===== config.mk =====
export PLATFORM = sky130hd
export DESIGN_NAME = branch_resolve_unit
export DESIGN_NICKNAME = d
export VERILOG_FILES = /design/src/rtl/branch_resolve_unit_pkg.sv /design/src/rtl/branch_resolve_unit_btb_upd_fifo.sv /design/src/rtl/branch_resolve_unit.sv
export SDC_FILE = /design/constraint.sdc
export NUM_CORES = 1
export LEC_CHECK = 0
export CAP_MARGIN = 20
export CELL_PAD_IN_SITES_DETAIL_PLACEMENT = 0
export CELL_PAD_IN_SITES_GLOBAL_PLACEMENT = 1
export CORE_MARGIN = 4
export CORE_UTILIZATION = 45
export CTS_CLUSTER_SIZE = 10
export DETAILED_ROUTE_END_ITERATION = 6
export GPL_TIMING_DRIVEN = 0
export PLACE_DENSITY_LB_ADDON = 0.12
export SYNTH_ARGS = -nofsm -noshare
export SYNTH_HDL_FRONTEND = slang
export SYNTH_SLANG_ARGS = --single-unit

===== constraint.sdc =====
create_clock -name clk_i -period 5 [get_ports clk_i]
set_clock_uncertainty 0.05 [all_clocks]
set_input_delay 1 -clock clk_i [delete_from_list [all_inputs] [get_ports clk_i]]
set_output_delay 1 -clock clk_i [all_outputs]
set_load 0.05 [all_outputs]

===== src/rtl/branch_resolve_unit_pkg.sv =====
// branch_resolve_unit_pkg: shared widths, reset constants and PHT counter helper
package branch_resolve_unit_pkg;
  localparam int PC_WIDTH = 32;
  localparam int BTB_IDX_W = 3;
  localparam int FIFO_DEPTH = 4;
  localparam int MISS_WIDTH = 16;
  localparam int PC_INC = 4;
  localparam logic [1:0] PHT_RST = 2'b01;
  function automatic logic [1:0] pht_next(input logic [1:0] c, input logic taken);
    return taken ? (c == 2'b11 ? c : c + 2'b01) : (c == 2'b00 ? c : c - 2'b01);
  endfunction
endpackage


===== src/rtl/branch_resolve_unit_btb_upd_fifo.sv =====
// btb_upd_fifo: circular-buffer FIFO holding pending BTB writes, zero head when empty
module btb_upd_fifo #(
  parameter int WIDTH = 8,
  parameter int DEPTH = 4
) (
  input  logic             clk_i,
  input  logic             rst_n,
  input  logic             push,
  input  logic [WIDTH-1:0] din,
  input  logic             pop,
  output logic             full,
  output logic             empty,
  output logic [WIDTH-1:0] dout
);
  localparam int AW = $clog2(DEPTH);
  logic [WIDTH-1:0] r_mem [DEPTH];
  logic [AW-1:0] r_rd, r_wr;
  logic [AW:0] r_cnt;
  logic w_push, w_pop;
  assign full = r_cnt == (AW+1)'(DEPTH);
  assign empty = r_cnt == '0;
  assign w_pop = pop & ~empty;
  // a full FIFO still accepts a push when the head leaves in the same cycle
  assign w_push = push & (~full | w_pop);
  assign dout = empty ? '0 : r_mem[r_rd];
  always_ff @(posedge clk_i)
    if (w_push) r_mem[r_wr] <= din;
  always_ff @(posedge clk_i)
    if (!rst_n) begin
      r_rd <= '0;
      r_wr <= '0;
      r_cnt <= '0;
    end else begin
      if (w_push) r_wr <= r_wr + AW'(1);
      if (w_pop) r_rd <= r_rd + AW'(1);
      r_cnt <= r_cnt + (AW+1)'(w_push) - (AW+1)'(w_pop);
    end
endmodule


===== src/rtl/branch_resolve_unit.sv =====
// branch_resolve_unit: checks fetch prediction against EX outcome, redirects, trains PHT, queues BTB fills
module branch_resolve_unit
  import branch_resolve_unit_pkg::*;
#(
  parameter int PC_W = PC_WIDTH,
  parameter int IDX_W = BTB_IDX_W,
  parameter int FIFO_D = FIFO_DEPTH,
  parameter int MISS_W = MISS_WIDTH
) (
  input  logic              clk_i,
  input  logic              rst_n,
  input  logic              ex_valid,
  input  logic              ex_is_jmp,
  input  logic [PC_W-1:0]   ex_pc,
  input  logic              ex_pred_taken,
  input  logic [PC_W-1:0]   ex_pred_target,
  input  logic              ex_taken,
  input  logic [PC_W-1:0]   ex_target,
  input  logic [IDX_W-1:0]  pht_rd_idx,
  output logic              pht_rd_taken,
  output logic              redirect_valid,
  output logic [PC_W-1:0]   redirect_pc,
  output logic              upd_valid,
  input  logic              upd_ready,
  output logic [IDX_W-1:0]  upd_index,
  output logic [PC_W-1:0]   upd_tag,
  output logic [PC_W-1:0]   upd_target,
  output logic [MISS_W-1:0] miss_cnt,
  output logic [7:0]        drop_cnt
);
  localparam int UW = IDX_W + 2*PC_W;
  logic [1:0] r_pht [2**IDX_W];
  logic r_redirect_valid;
  logic [PC_W-1:0] r_redirect_pc;
  logic [MISS_W-1:0] r_miss;
  logic [7:0] r_drop;
  logic w_v, w_resolve, w_mis, w_push, w_pop, w_full, w_empty;
  logic [IDX_W-1:0] w_idx;
  logic [UW-1:0] w_head;
  // the instruction right behind a redirect is being flushed, so it is ignored
  assign w_v = ex_valid & ~r_redirect_valid;
  assign w_resolve = w_v & ex_is_jmp;
  assign w_idx = ex_pc[IDX_W+1:2];
  assign w_mis = (w_resolve & (ex_pred_taken != ex_taken))
               | (w_resolve & ex_taken & ex_pred_taken & (ex_pred_target != ex_target))
               | (w_v & ~ex_is_jmp & ex_pred_taken);
  assign w_push = w_resolve & ex_taken & (~ex_pred_taken | (ex_pred_target != ex_target));
  assign w_pop = ~w_empty & upd_ready;
  assign pht_rd_taken = r_pht[pht_rd_idx][1];
  assign redirect_valid = r_redirect_valid;
  assign redirect_pc = r_redirect_pc;
  assign upd_valid = ~w_empty;
  assign {upd_index, upd_tag, upd_target} = w_head;
  assign miss_cnt = r_miss;
  assign drop_cnt = r_drop;
  btb_upd_fifo #(.WIDTH(UW), .DEPTH(FIFO_D)) u_fifo (
    .clk_i (clk_i),
    .rst_n (rst_n),
    .push  (w_push),
    .din   ({w_idx, ex_pc, ex_target}),
    .pop   (w_pop),
    .full  (w_full),
    .empty (w_empty),
    .dout  (w_head)
  );
  always_ff @(posedge clk_i)
    if (!rst_n) begin
      r_redirect_valid <= 1'b0;
      r_redirect_pc <= '0;
      r_miss <= '0;
      r_drop <= '0;
      for (int i = 0; i < 2**IDX_W; i++) r_pht[i] <= PHT_RST;
    end else begin
      r_redirect_valid <= w_mis;
      if (w_mis) r_redirect_pc <= (w_resolve & ex_taken) ? ex_target : ex_pc + PC_W'(PC_INC);
      if (w_resolve) r_pht[w_idx] <= pht_next(r_pht[w_idx], ex_taken);
      if (w_mis && r_miss != '1) r_miss <= r_miss + MISS_W'(1);
      if (w_push && w_full && !w_pop && r_drop != '1) r_drop <= r_drop + 8'd1;
    end
endmodule


==> key figures <==
Status
  • Status: finished, final reports clean

Placement
  • Placed inst area: 17900 um2
  • GP Congestion: 0.845
  • Cells after DPL: 1707
  • DP HPWL: 29900 um
  • Port Buffer Count: 231

Setup path
  • Crit-path cells: clkbuf_1 > buf_2 > mux4_2 > and2_1 > buf_4 > clkdlybuf4s50_1
  • Worst path bufs/invs: 4
  • Critical path depth: 6
  • CP peak stage delay: 690 ps
  • Critical Path End: upd_tag[4]
  • Worst r2r src: redirect_valid
  • Reg2reg path depth: 8
  • Worst flop-to-flop path endpoint: u_fifo.r_mem[0][4]
  • Worst path top cell family by delay: buffers and inverters
  • WP data required: 3950 ps
  • CP Capture Type: output pin
  • Kind of critical path: flop to output pin
  • Crit-path max FO: 10
  • Startpoint Class: flop
  • Critical path's slowest cell: clkbuf_1
  • CP arrival: 3550 ps
  • Flop-to-flop setup slack: 1650 ps

Synth
  • Top cell type's share of synthesized area: 54.8%
  • Synthesized area: 14900 um2
  • Post-synth EDFFs: 272
  • Most area-consuming cells after synthesis: edfxtp_1, mux4_2, dfxtp_1
  • Top FF cell, synth: edfxtp_1
  • Top cell type by total area after synthesis: edfxtp_1
  • Yosys warnings: 0
  • FF+latch count, synth: 338
  • Syn_area_per_cell: 14.5 um2
  • Syn Inst Count: 1030
  • Synth top cells by count: edfxtp_1, and2_1, mux4_2
  • Post-synthesis cell type count: 51
  • Leading cell type by number of instances after synthesis: edfxtp_1
  • Ys async rst share: 0%
  • Register area share after synthesis: 63.7%
  • Post-synth net total: 1146

Global route
  • Met1 Usage GRT: 32.2%
  • GRT Max-Usage Layer: met2
  • Total grt overflow: 0
  • Met3 usage: 5.54%
  • First-pass GRT wire length: 62900 um
  • Vias in the first global route: 10100
  • Initial antenna violation count: 1
  • GRT Overall Usage: 23.2%
  • Global Route met2 Usage: 37.0%
  • Largest net degree at the start of global routing: 56

Drt
  • Detailed Route WL: 42300 um
  • 1st-pass router iterations: 5
  • DRT antenna net count: 0
  • Via count: 9908
  • Avg WL per Cell: 23.8 um
  • Vias per cell: 5.57
  • Initial DRC count: 785
  • Remaining DRCs: 0

Final layout
  • Register area: 9490 um2
  • Share of cells above drive strength 1: 12.0%
  • Antenna Cells: 0
  • Fin area: 19000 um2
  • Synth-to-Final Area Change: 27.7%
  • Fin nets: 1423
  • Fillers: 2661
  • Fin util: 58.3%
  • Multi-input gate area: 5050 um2
  • Fin cells: 1779

CTS
  • Clock sink total: 338
  • Root Driver: clkbuf_16
  • Reg clk slew, reported paths: 60 ps
  • CTS Hold Bufs: 0
  • Post-CTS sizing: 0
  • Total CTS buffers: 40
  • Clock Tree Buf Depth: 3
  • Post-CTS setup buffers: 0
  • CTS tree: yes
  • H-tree Lvls: 2
  • Worst-Skew Late Latency: 510 ps

Timing
  • Final slew viol count: 0
  • Endpoints failing setup: 0
  • Setup TNS after final layout: 0 ps
  • Relative slew margins: 38.2%
  • Final min period: 4600 ps
  • RSZ-0062 raised after global routing: false
  • Fin crit share: 92.0%
  • Achievable frequency: 217 MHz
  • Final hold vios: 0
  • Worst-Margin Slew: 927 ps

Die
  • Core box area: 32600 um2
  • Io pins: 232
  • Initial Utilization: 45.7%
  • Die W: 190 um
  • Die H: 190 um
  • Die area: 36100 um2
  • Standard-cell rows: 66

Pwr
  • Worst ir drop on vdd: 0.259 mV
  • Pwr per Cell Area: 478 nW/um2
  • Leak: 6.24 nW

Worst hold path
  • Worst hold-check path type: flop to flop

Run
  • Max-cap check violation count: 0
==> layout by cell type (no fill, tap or decap), drive strengths merged, types with 4 or more instances in the layout <==
cell	count
o31ai	19
o211ai	15
ha	9
and2	73
clkinv	4
clkdlybuf4s50	231
xnor2	8
a21oi	29
nand2	68
mux2i	17
and3	7
o21ai	45
nand3b	8
or4	6
nor3	15
nand4	14
a211o	7
nor4	21
dfxtp	66
and4	6
nand3	31
mux4	70
inv	16
nand2b	6
edfxtp	272
buf	27
or3	12
clkbuf	110
nor2	49
nor2b	4
xor2	56
==> layout make-up <==
class                           instances  share of cell area (%)
Sequential cell                       338                    49.9
Timing Repair Buffer                  235                    12.7
Clock buffer                           68                    5.81
Tap cell                              442                    2.91
Multi-Input combinational cell        611                    26.6
Clock inverter                          4                   0.184
Buffer                                 65                    1.62
Inverter                               16                   0.316
==> logic make-up (layout without fill, tap and decap cells) <==
kind of cell | Yosys count | count (layout) | synth area share (%)
compound gates | 121 | 121 | 5.10
xor+xnor | 64 | 64 | 3.76
fa+ha+maj | 11 | 11 | 0.957
flops | 338 | 338 | 63.7
buf+inv | 81 | 388 | 2.48
mux | 88 | 88 | 11.8
simple gates | 327 | 327 | 12.2
==> metal layers <==
layer,vias to the layer above,share of wire [%]
met5,-,0.045
met4,2,2.7
met3,63,7.9
met2,362,47
met1,4987,42
li1,4494,-
==> worst min-delay path, cell delays in order, from the launching register on <==
cell and delay [ps]:
dfxtp_1 310, nand2_1 50, mux2i_1 60
==> where the power goes <==
group	internal [mW]	total [mW]	leakage, nW	switching [mW]
clock network	1.50	2.57	0.545	1.07
registers	3.11	3.15	2.99	0.0420
logic	1.23	3.38	2.71	2.15
total	5.84	9.10	6.24	3.27
==> worst min path at each step <==
stage,start,depth (start not counted),slack (ps),end
detailed placement,redirect_pc[29],2,410,redirect_pc[29]
global placement,redirect_pc[27],2,390,redirect_pc[27]
finish,redirect_pc[29],2,410,redirect_pc[29]
global route,redirect_pc[29],2,440,redirect_pc[29]
CTS,redirect_pc[29],2,410,redirect_pc[29]
floorplan,u_fifo.r_wr[1],2,420,u_fifo.r_wr[1]
==> through the flow <==
stage	hold WS, ps	setup WS [ps]	total power [mW]
after floorplan	418	744	5.43
after CTS	415	324	9.20
after global routing	440	172	9.49
after global placement	395	-1560	6.62
final	414	398	9.10
after detailed placement	408	443	6.63
==> flip-flops by register name, summed over array words and instances (netlist names), named ones only <==
name            cells
r_pht              16
u_fifo.r_wr         2
u_fifo.r_mem      256
u_fifo.r_rd         2
redirect_valid      1
redirect_pc        32
u_fifo.r_cnt        3
drop_cnt            8
miss_cnt           16
Note: power is estimated with default switching activity, not from simulation.
==> edit 1, RTL diff (same settings) <==
Make the reset (`rst_n`) asynchronous in 2 clocked blocks.
--- a/src/rtl/branch_resolve_unit_btb_upd_fifo.sv
+++ b/src/rtl/branch_resolve_unit_btb_upd_fifo.sv
@@ -27,3 +27,3 @@
     if (w_push) r_mem[r_wr] <= din;
-  always_ff @(posedge clk_i)
+  always_ff @(posedge clk_i or negedge rst_n)
     if (!rst_n) begin
--- a/src/rtl/branch_resolve_unit.sv
+++ b/src/rtl/branch_resolve_unit.sv
@@ -65,3 +65,3 @@
   );
-  always_ff @(posedge clk_i)
+  always_ff @(posedge clk_i or negedge rst_n)
     if (!rst_n) begin
Behaviour: differs if rst_n is asserted again (counterexample within 4 cycles, from zero or initial values and one cycle with rst_n low); with rst_n held inactive, the same outputs for 4 cycles.
==> edit 1 against the unedited design <==
Register-to-register slack improved by 0.43 ns. Setup slack improved by 0.035 ns. Area after synthesis fell by 1.7%. Die area fell by 1.7%. Sequential cell count fell by 2. Routed wire length fell by 10%. Total power rose by 16%. Cell area fell by 0.88%. Cell count fell by 6.4%. Critical path depth did not move. Critical path type unchanged. Largest cell class unchanged. Largest power group unchanged.
==> edit 1: results (changes against the unedited design) <==
[outcome] result of the run finished clean
[cts] setup repair bufs after CTS 0 [unchanged]
[logic_synthesis] most frequent cells after synthesis 256 x sky130_fd_sc_hd__edfxtp_1, 72 x sky130_fd_sc_hd__and2_1, 72 x sky130_fd_sc_hd__dfrtp_1
[global_route] initial antenna violation count 1 [unchanged]
[logic_synthesis] synthesized area per cell 16.0 um2 [+10%]
[critical_path] FF-to-FF path depth 5 [-3]
[cts] CTS max path bufs 3 [unchanged]
[global_route] largest net degree at the start of global routing 48 [-14%]
[finish] Reg with most FFs u_fifo.r_mem
[cts] number of H-tree levels 2 [unchanged]
[routing] number of DRC markers in iteration 0 462 [-41%]
[cts] root buffer cell sky130_fd_sc_hd__clkbuf_16
[logic_synthesis] nets in the synthesized netlist 1034 [-9.8%]
[logic_synthesis] main area contributors after synthesis sky130_fd_sc_hd__edfxtp_1 52%, sky130_fd_sc_hd__dfrtp_1 12%, sky130_fd_sc_hd__mux4_2 10%
[global_route] via count of the first global-routing pass 9299 [-8.0%]
[placed_design] input/output buffers 231 [unchanged]
[sta] Max Slew Vio Count 0 [unchanged]
[job] max-capacitance violation count 0 [unchanged]
[global_route] wire length of the first global-routing pass 57200 um [-9.0%]
[placed_design] Detail Placement HPWL 26500 um [-11%]
[critical_path] data arrival at the endpoint of the critical path 3.52 ns [-0.03 ns]
[logic_synthesis] part of the Yosys area used for sequential elements 66.2% [+2.6 points]
[pwr] maximum VDD drop 0.000347 V [+34%]
[routing] aggregate routed wire length 38000 um [-10%]
[finish] share of final-layout standard cells stronger than drive strength 1 14.4% [+2.3 points]
[placed_design] routability congestion estimate 0.821 [-2.9%]
[min_path] hold depth 1 [-1]
[cts] clock insertion delay at the later pin of the skew report 0.52 ns
[cts] number of clock buffers inserted by TritonCTS 41 [+2.5%]
[critical_path] register-to-register path setup slack 2.08 ns [+0.43 ns]
[placed_design] Cell Count Post-Placement 1589 [-6.9%]
[critical_path] peak per-stage delay on the critical path 0.69 ns [about the same]
[global_route] GRT Total Usage 21.2% [-2.0 points]
[logic_synthesis] share of synthesized flip-flops with an asynchronous set or reset 23.8% [+24 points]
[routing] via count of the routed design 8826 [-11%]
[pwr] Pleak 6.52 nW [+4.6%]
[critical_path] largest fanout on the critical path 10 [unchanged]
[logic_synthesis] number of distinct library cell variants in the gate-level netlist after synthesis 51 [unchanged]
[finish] max reg flops 256 [unchanged]
[min_path] worst min-delay path category flop to flop
[critical_path] category of cells accounting for the largest share of critical-path delay buffers and inverters
[finish] number of standard cells in the final layout excluding fillers 1665 [-6.4%]
[finish] NumNets Final 1313 [-7.7%]
[logic_synthesis] count of flip-flops with a built-in enable after synthesis 256 [-5.9%]
[routing] first drt pass iteration count 5 [unchanged]
[pwr] Net Sw Frac 37.6% [+1.8 points]
[logic_synthesis] count of yosys warnings during synthesis 0 [unchanged]
[critical_path] critical-path cell with the highest stage delay sky130_fd_sc_hd__clkdlybuf4s50_1
[sta] Relative slew margins 35.4% [-2.8 points]
## edit 1: cell types whose count changed in the layout (fill, tap and decap cells not counted), moves of 22 or more
cell | unedited run | this run
sky130_fd_sc_hd__xor2_1 | 56 | 17
sky130_fd_sc_hd__dfxtp_1 | 66 | 0
sky130_fd_sc_hd__a21oi_1 | 29 | 7
sky130_fd_sc_hd__clkbuf_1 | 68 | 46
sky130_fd_sc_hd__xnor2_1 | 8 | 69
sky130_fd_sc_hd__nor2_1 | 49 | 24
sky130_fd_sc_hd__mux2_1 | 0 | 25
sky130_fd_sc_hd__dfrtp_1 | 0 | 72
## edit 1: power by group through the flow
stage | combinational, mW | sequential, mW | clock [mW]
after global routing | 4.64 | 3.45 | 2.89
after floorplan | 2.68 | 3.74 | 0
after global placement | 4.43 | 3.49 | 0
final | 4.41 | 3.43 | 2.70
after detailed placement | 4.47 | 3.48 | 0
after CTS | 4.49 | 3.43 | 2.75
## edit 1: cell families after synthesis
logic type      synth area share (%)
flops                           66.2
compound gates                  2.20
mux                             13.8
buf+inv                         2.00
simple gates                    9.62
fa+ha+maj                      0.974
xor+xnor                        5.14
## edit 1: metal layers
layer  part of all wire [%]  GRT usage (%)  up-vias
met2                     50           35.9      250
met4                    1.5           4.43        2
li1                       -              -     4042
met5                  0.034              0        -
met3                    6.2           4.96       43
met1                     42           28.2     4489
## edit 1: final timing paths
kind,startpoint,endpoint
min in group asynchronous,rst_n,drop_cnt[1]
max reg2reg,redirect_valid,u_fifo.r_mem[2][1]
min reg2reg,miss_cnt[5],miss_cnt[5]
max,u_fifo.r_rd[1],upd_tag[4]
min,miss_cnt[5],miss_cnt[5]
max in group asynchronous,rst_n,redirect_pc[9]
## edit 1: area by class of cell
type                    instances  area (um2)
clock inverters                 5        30.0
inverters                      17        63.8
fillers                      2530       12900
plain buffers                  42         229
well taps                     435         544
repair buffers                236        2440
multi-input cells             523        4660
clock buffers                  71        1190
flip-flops and latches        336        9700
## edit 1: through the flow
stage / area, um2 / hold WS, ns / setup WS (ns)
after floorplan: 14600 / 0.415 / 1.15
after global placement: 17500 / 0.422 / -1.45
after detailed placement: 17600 / 0.424 / 0.349
after CTS: 18900 / 0.438 / 0.327
after global routing: 18900 / 0.460 / 0.244
final: 18900 / 0.433 / 0.432
==> edit 2, RTL diff (same settings) <==
Without the edit above. Change the package constant `FIFO_DEPTH` from 4 to 8.
--- a/src/rtl/branch_resolve_unit_pkg.sv
+++ b/src/rtl/branch_resolve_unit_pkg.sv
@@ -4,3 +4,3 @@
   localparam int BTB_IDX_W = 3;
-  localparam int FIFO_DEPTH = 4;
+  localparam int FIFO_DEPTH = 8;
   localparam int MISS_WIDTH = 16;
Function: same outputs for any inputs over 4 cycles, from zero or initial values and one cycle with rst_n low; that may be too few to reach the edited logic, so the function may still have changed.
==> edit 2 against the unedited design <==
Via count rose by 47%. Die area increased by 63%. Cell area rose by 62%. Largest cell class unchanged. Sequential power grew 77%. Area after synthesis up 66%. Total power up 63%. Highest routed layer unchanged. Register-to-register slack got worse by 0.37 ns. Clock power increased by 78%. Sequential share of layout area increased by 6.3 points. Sequential cell count increased by 260. Routed wire length grew 59%. Setup slack got worse by 0.22 ns.
==> edit 2: results (changes against the unedited design) <==
[pwr] Pleak 9.72 nW [+56%]
[routing] Via-to-Cell Ratio 5.75 [+3.2%]
[global_route] via count of the first global-routing pass 15257 [+51%]
[critical_path] register-to-register path setup slack 1.28 ns [-0.37 ns]
[logic_synthesis] number of distinct library cell variants in the gate-level netlist after synthesis 52 [+2.0%]
[routing] aggregate routed wire length 67100 um [+59%]
[logic_synthesis] count of flip-flops with a built-in enable after synthesis 528 [+94%]
[pwr] Design Power 14.8 mW [+63%]
[finish] NumNets Final 1913 [+34%]
[critical_path] data arrival at the endpoint of the critical path 3.77 ns [+0.22 ns]
[finish] share of final-layout standard cells stronger than drive strength 1 16.5% [+4.5 points]
[placed_design] input/output buffers 230 [-0.43%]
[pwr] total net switching power 4.85 mW [+49%]
[logic_synthesis] main area contributors after synthesis sky130_fd_sc_hd__edfxtp_1 64%, sky130_fd_sc_hd__mux4_2 12%, sky130_fd_sc_hd__dfxtp_1 5.7%
[logic_synthesis] most frequent cells after synthesis 528 x sky130_fd_sc_hd__edfxtp_1, 134 x sky130_fd_sc_hd__mux4_2, 112 x sky130_fd_sc_hd__nor2_1
[placed_design] worst setup timing slack at the placement stage -0.304 ns [-0.747 ns]
[global_route] initial antenna violation count 7 [+6]
[critical_path] Worst R2R End u_fifo.r_mem[1][45]
[outcome] result of the run finished clean
[routing] WL met3 4420 um [+32%]
[logic_synthesis] part of the Yosys area used for sequential elements 69.9% [+6.2 points]
[critical_path] peak per-stage delay on the critical path 0.84 ns [+0.15 ns]
[global_route] wire length of the first global-routing pass 101000 um [+60%]
[global_route] largest net degree at the start of global routing 24 [-57%]
[critical_path] critical-path cell with the highest stage delay sky130_fd_sc_hd__clkdlybuf4s15_1
[min_path] Worst Hold Path EP redirect_pc[17]
[cts] clock insertion delay at the later pin of the skew report 0.60 ns [+0.09 ns]
[routing] M1 WL 29000 um [+64%]
[pwr] total sequential power 5.57 mW [+77%]
[logic_synthesis] nets in the synthesized netlist 1570 [+37%]
[global_route] GRT Total Usage 23.1% [-0.13 points]
[cts] number of clock buffers inserted by TritonCTS 70 [+75%]
[pwr] share of total power in the clock network 30.8% [+2.6 points]
[routing] number of DRC markers in iteration 0 1188 [+51%]
[finish] number of fill cells 4241 [+59%]
[min_path] launch point of the worst hold path redirect_pc[17]
[routing] routed wl met2 32400 um [+62%]
[sta] Relative slew margins 29.3% [-8.9 points]
[cts] number of H-tree levels 3 [+1]
[placed_design] Detail Placement HPWL 47400 um [+59%]
-- edit 2: cell families after synthesis --
group                      count (synthesis)  share of synthesized area [%]
AOI/OAI and AO/OA                        127                           3.16
xor gates and xnor gates                  64                           2.27
adders and majority gates                 13                          0.679
buffers and inverters                    106                           1.90
DFF                                      598                           69.9
muxes                                    217                           15.6
and+or+nand+nor                          327                           6.53
-- edit 2: metrics by stage --
stage	setup TNS [ns]	cell area [um2]	hold slack [ns]	instances	util, %
2_1_floorplan	-136.76	24800	0.435	1452	-
3_5_place_dp	-10.52	28700	0.413	2418	53.1
3_3_place_gp	-1722.95	27900	0.401	2378	51.7
6_report	0	30800	0.436	2533	56.9
4_1_cts	0	30700	0.432	2529	56.9
5_1_grt	0	30700	0.466	2531	56.9
-- edit 2: how the worst max path moves through the flow --
stage               cells past startpoint             endpoint          start  slack (ns)
finish                                  6           upd_tag[2]           flop        0.18
global route                            6           upd_tag[3]           flop       0.003
detailed placement                     12  u_fifo.r_mem[1][44]   ex_target[3]       -0.30
CTS                                     6           upd_tag[2]           flop        0.01
floorplan                               6   u_fifo.r_mem[1][0]       ex_valid       -1.04
global placement                        8  u_fifo.r_mem[3][44]  ex_target[11]       -5.81
-- edit 2: repair_timing --
action	CTS	global route
gates cloned	0	0
endpoints found under the setup margin	3	3
resized for setup	3	4
pin swaps	0	0
-- edit 2: area by class of cell --
cell class	count	area share (%)
sequential	598	56.1
multi-input combinational	748	23.0
timing repair buffer	271	9.92
clock buffer	107	6.42
tap	696	2.83
buffer	85	1.31
inverter	21	0.256
clock inverter	4	0.151
antenna	3	0.0244
-- edit 2: per-layer routing --
layer	vias to the layer above	GRT usage, %
li1	6419	-
met1	7612	32.1
met2	447	37.1
met3	78	5.17
met4	8	5.98
met5	-	0.899
